`config.mk`:
```
export PLATFORM = sky130hd
export DESIGN_NAME = countdown_timer_ctrl
export DESIGN_NICKNAME = d
export VERILOG_FILES = /design/src/rtl/countdown_timer_ctrl.sv
export SDC_FILE = /design/constraint.sdc
export NUM_CORES = 1
export LEC_CHECK = 0
export ABC_AREA = 1
export BUFFER_PORTS_ARGS = -buffer_cell sky130_fd_sc_hd__buf_2
export CORE_MARGIN = 2
export CORE_UTILIZATION = 41
export CTS_BUF_LIST = sky130_fd_sc_hd__clkbuf_8 sky130_fd_sc_hd__clkbuf_16
export DETAILED_ROUTE_END_ITERATION = 16
export GPL_TIMING_DRIVEN = 1
export PLACE_DENSITY = 0.84
export SYNTH_ARGS = -nofsm -noshare
export SYNTH_HDL_FRONTEND = slang
export SYNTH_SLANG_ARGS = --single-unit
```
`constraint.sdc`:
```
create_clock -name clk -period 2.23 [get_ports clk]
set_input_delay 0.446 -clock clk [delete_from_list [all_inputs] [get_ports clk]]
set_output_delay 0.446 -clock clk [all_outputs]
set_load 0.01 [all_outputs]
```
`src/rtl/countdown_timer_ctrl.sv`:
```
// Countdown timer controller that drives an external 16-bit up/down counter.
// Supports one-shot or auto-reload operation, with a prescaler between count steps.
module countdown_timer_ctrl #(
   parameter int PRESCALE = 1
) (
   input  logic        clk,
   input  logic        rst_n,
   input  logic        start,
   input  logic        stop,
   input  logic        reload_en,
   input  logic [15:0] period,
   input  logic [15:0] cnt_Q,
   input  logic        cnt_DTC,
   output logic        cnt_UD,
   output logic        cnt_CE,
   output logic        cnt_LD,
   output logic [15:0] cnt_Din,
   output logic        busy,
   output logic        expired,
   output logic [15:0] remaining
);

   localparam int            PW   = (PRESCALE > 1) ? $clog2(PRESCALE) : 1;
   localparam logic [PW-1:0] PMAX = PW'(PRESCALE - 1);

   typedef enum logic [1:0] {
      IDLE   = 2'd0,
      LOAD   = 2'd1,
      RUN    = 2'd2,
      EXPIRE = 2'd3
   } state_t;

   state_t        state;
   state_t        state_nxt;
   logic [15:0]   period_lat;
   logic [PW-1:0] presc;
   logic          tick;
   logic          restart;
   logic          take_period;

   assign tick    = (presc == PMAX);
   assign restart = start && !stop && (period != 16'd0);

   always_ff @(posedge clk or negedge rst_n) begin
      if (!rst_n) begin
         state <= IDLE;
      end else begin
         state <= state_nxt;
      end
   end

   // stop outranks start, which outranks the normal countdown flow
   always_comb begin
      state_nxt   = state;
      take_period = 1'b0;
      case (state)
         IDLE: begin
            if (restart) begin
               state_nxt   = LOAD;
               take_period = 1'b1;
            end
         end
         LOAD: begin
            state_nxt = stop ? IDLE : RUN;
         end
         RUN: begin
            if (stop) begin
               state_nxt = IDLE;
            end else if (restart) begin
               state_nxt   = LOAD;
               take_period = 1'b1;
            end else if (cnt_DTC) begin
               state_nxt = EXPIRE;
            end
         end
         EXPIRE: begin
            if (!stop && reload_en && (period != 16'd0)) begin
               state_nxt   = LOAD;
               take_period = 1'b1;
            end else begin
               state_nxt = IDLE;
            end
         end
         default: begin
            state_nxt = IDLE;
         end
      endcase
   end

   always_ff @(posedge clk or negedge rst_n) begin
      if (!rst_n) begin
         period_lat <= 16'd0;
         presc      <= '0;
      end else begin
         if (take_period) begin
            period_lat <= period;
         end
         if ((state == RUN) && !tick) begin
            presc <= presc + PW'(1);
         end else begin
            presc <= '0;
         end
      end
   end

   // CE is held off at terminal count and when stop arrives, so the counter never wraps
   always_comb begin
      cnt_UD    = 1'b0;
      cnt_LD    = (state == LOAD);
      cnt_CE    = (state == RUN) && tick && !cnt_DTC && !stop;
      busy      = (state == LOAD) || (state == RUN);
      expired   = (state == EXPIRE);
      remaining = busy ? cnt_Q : 16'd0;
   end

   assign cnt_Din = period_lat;

endmodule

```
* Word level (Yosys, flattened, before mapping)
Cells that the tools add are included.
Word-level totals: bits in read-only memories 0, bits of input ports 38, bits in writable memories 0, bits in latches 0, output and inout port bits 37, logic and storage cells 37, memories kept 0, register bits 19
Operators by class: multiply operators 0, bitwise logic cells 1, equal/unequal tests 5, shift operators 0, order comparisons 0, reductions and logical operators 14, add/sub/neg operators 1, muxes and demuxes 13, divide/modulo/power cells 0
Operators by type and width (number):
- 16-bit two-way mux | 1
- 16-bit nonzero test | 1
- 2-bit two-way mux | 5
- 1-bit logical AND | 8
- 2-bit one-hot mux with 4 select lines | 1
- 1-bit two-way mux | 5
- 2-bit equality test (second input constant) | 2
- 4-bit inequality test (second input constant) | 1
- 1-bit one-hot mux with 3 select lines | 1
- 2-bit by 1-bit equality test with 1-bit output (second input constant) | 1
- 1-bit logical NOT | 2
- 2-bit logical NOT | 1
- 2-bit inequality test (second input constant) | 1
- 2-bit AND reduction | 1
- 1-bit adder (second input constant) | 1
- 1-bit logical OR | 1
- 1-bit inverter | 1

* Longest topological paths before layout
depth after elaboration 6, mapped depth 10, mapped depth without buffers 10

* Worst setup path after synthesis
OpenSTA, ideal clock, no wires.
path type register -> output, from reg state[1], to out remaining[10], setup slack 0.351 ns, cell stages (with the launch flop) 7, arrival time 1.433 ns, required time 1.784 ns, path buffers 2, path through dfrtp_1 -> inv_1 -> ha_1 -> clkbuf_1 -> clkbuf_1 -> nand2_1 -> inv_1
Between the ends: word-level cells in the longest chain between the ends 3, elaborated cells between the ends (all ways) 4, classes of those cells 2 x eq/ne; 1 x mux; 1 x reduce/logical
Ends and longest elaborated chain:
- start: declaration | line 33 | state_t state;
- start signal: assignment | line 48 | state <= state_nxt;
- 2-bit by 1-bit equality test with 1-bit output / 2-bit equality test (equally long branches) | line 111 | busy = (state == LOAD) || (state == RUN);
- 1-bit logical OR * | line 111
- via busy | line 18 | output logic busy,
- 16-bit two-way mux * | line 113 | remaining = busy ? cnt_Q : 16'd0;
- end: declaration | line 20 | output logic [15:0] remaining
The timed path passes the listed nets; every way through them passes the cells marked *.

* Worst setup path in the final report
from reg state[0], to out cnt_CE
Between the ends: word-level cells in the longest chain between the ends 4
Ends and longest elaborated chain:
- 2-bit equality test | line 110 | cnt_CE = (state == RUN) && tick && !cnt_DTC && !stop;
- 1-bit logical AND (3 in series) | line 110
- end: declaration | line 15 | output logic cnt_CE,
Every way passes these cells.

==> results_dict.tcl <==
set metrics [dict create \
    status "finished clean" \
    ff2ff_setup_slack_ps 650 \
    cts_hold_buf 0 \
    intPower_mw 0.9884 \
    skew_ps 2.860 \
    final_common_cell "buf_2" \
    area_delta_synth_final_pct 38.53 \
    mostFrequentLayoutCells "73 x buf_2, 62 x nand2_1, 23 x inv_1" \
    fp.coreArea_um2 2522 \
    final_layout_size_suffix_gt1_frac 0.3739 \
    ys_types 18 \
    clk_path_buf_depth 2 \
    fin_ws_ps 140.9 \
    cts_tree "built" \
    drtIter0Drc 22 \
    final_nets 274 \
    timing.final.crit_share 0.9368 \
    multi_input_area_um2 508.0 \
    post_dp_cell_area_um2 1483 \
    ant_nets 0 \
    first_pass_iters 6 \
    powerDensity_nw_per_um2 1140 \
    ff_latch_area_um2 475.5 \
    num_rows 18 \
    rsz0062_at_grt "true" \
    avgViaCountPerCell 4.535 \
    die_h_um 55.97 \
    root_buffer "clkbuf_8" \
    cp-start-kind "flop" \
    wl_per_cell_um 9.612 \
    worstPathMaxFanout 4 \
    grt_max_degree 20 \
    power_frac_comb 0.542 \
    fin_util 0.6081 \
    rr_endpoint "state[0]" \
    setup_violations 0 \
    critPathKind "reg2out" \
    syn_area_um2 1107 \
    cts_num_sinks 19 \
    postCtsSetupBuffers 0 \
    antenna_found_initial 0 \
    arrival_ps 1640 \
    vias 1179 \
    ys_ff_latch 19 \
    dp_slack_ps 334.6 \
    cts-resized-gates 0 \
    grt-ovfl-total 0 \
    finalHoldViolations 0 \
    end_kind "primary output" \
    syn_inst 157 \
    path_clk_slew_ps 70 \
    final_area_um2 1534 \
    critPathRequiredTime_ps 1780 \
    ir_worst_vdd_v 0.0006920 \
    p_switching_mw 0.7603 \
    ys_warn_count 0 \
    pin_count 75 \
    min_period_ps 2089 \
    max-cap-violations 0 \
    fillerInstances 250 \
    gp_congestion 0.8213 \
    synth_area_per_cell_um2 7.053 \
    die-area_um2 3133 \
    port_buffers 73 \
    track_usage 0.1649 \
    p_seq_frac 0.324 \
    drv_slew 0 \
    cts_inserted_buffers 3 \
    fp.dieW_um 55.97 \
    dp_hpwl_um 2050 \
    fmax_mhz 478.7 \
    wl_um 2499 \
    grt_pass1_wl_um 4195 \
    grt_pass1_vias 1014 \
    ys_seq_area_frac 0.4294 \
    drc_errors 0 \
    diodes 0 \
    worstRegToRegCells 10 \
    reg2reg_from "state[0]" \
    start_util 0.4390 \
    leakage_nw 1.039 \
    holdWs_ps 121.4 \
    clkPwrFrac 0.134 \
    hold_class "in2async" \
    htree_levels 1 \
    clock_latency_ps 250 \
    swShare 0.4348 \
]
layout make-up:
class,count,share of cell area
clock inverters,1,0.003263
flip-flops and latches,19,0.3100
multi-input cells,108,0.3312
repair buffers,74,0.2431
inverters,25,0.06117
clock buffers,3,0.02692
well taps,30,0.02447
routing by layer:
layer | GRT usage | vias up | share of wire
met5 | 0 | - | 0
met4 | 0.04762 | 0 | 0.0068
met3 | 0.04419 | 2 | 0.11
met2 | 0.2672 | 63 | 0.46
met1 | 0.2154 | 503 | 0.43
li1 | - | 611 | -
logic make-up (layout without fill, tap and decap cells):
group                    Yosys count  in the layout  share of synthesized area
AO/OA/AOI/OAI                      1              1                   0.004515
AND/OR/NAND/NOR                  100            100                     0.3864
flip-flops                        19             19                     0.4294
adder cells (fa/ha/maj)            5              5                    0.05650
buffers and inverters             31            103                     0.1198
other                              1              2                   0.003387
synth_stat cells, drive strengths merged:
master | number | area share
or2 | 1 | 0.0057
clkbuf | 3 | 0.010
and3 | 1 | 0.0057
ha | 5 | 0.056
buf | 3 | 0.025
o21ai | 1 | 0.0045
nor2 | 13 | 0.044
dfrtp | 19 | 0.43
inv | 24 | 0.081
nand2 | 65 | 0.24
nand3 | 20 | 0.095
conb | 1 | 0.0034
clkinv | 1 | 0.0034
stage by stage:
stage | std cells | power [mW] | setup TNS [ps]
floorplan | 158 | 1.164 | 0
global placement | 256 | 1.503 | 0
detailed placement | 256 | 1.523 | 0
CTS | 260 | 1.763 | 0
global route | 260 | 1.914 | -20.49
finish | 260 | 1.749 | 0
worst max-delay path: stages, from the launching register on:
cell and delay (ps):
dfrtp_1 410, inv_2 90, ha_1 160, inv_1 60
nor2_2 90, inv_1 60, or2_2 280, nor2_1 100
buf_2 140
power by group through the flow:
| stage | sequential, mW | clock, mW | combinational, mW |
|---|---|---|---|
| 2_1_floorplan | 0.636 | 0 | 0.529 |
| 3_3_place_gp | 0.565 | 0 | 0.938 |
| 3_5_place_dp | 0.574 | 0 | 0.949 |
| 4_1_cts | 0.567 | 0.242 | 0.954 |
| 5_1_grt | 0.590 | 0.263 | 1.06 |
| 6_report | 0.566 | 0.235 | 0.947 |
registers in the layout (all words and copies together), names as in the netlist:
name,count
presc,1
cnt_Din,16
state,2
worst max path at each step:
stage	start	endpoint	slack [ps]
global placement	state[0]	cnt_CE	390
detailed placement	state[0]	cnt_CE	330
CTS	state[0]	cnt_CE	40
global route	state[0]	cnt_CE	-20
floorplan	state[1]	remaining[10]	350
finish	state[0]	cnt_CE	140
(Power assumes the default switching activity.)
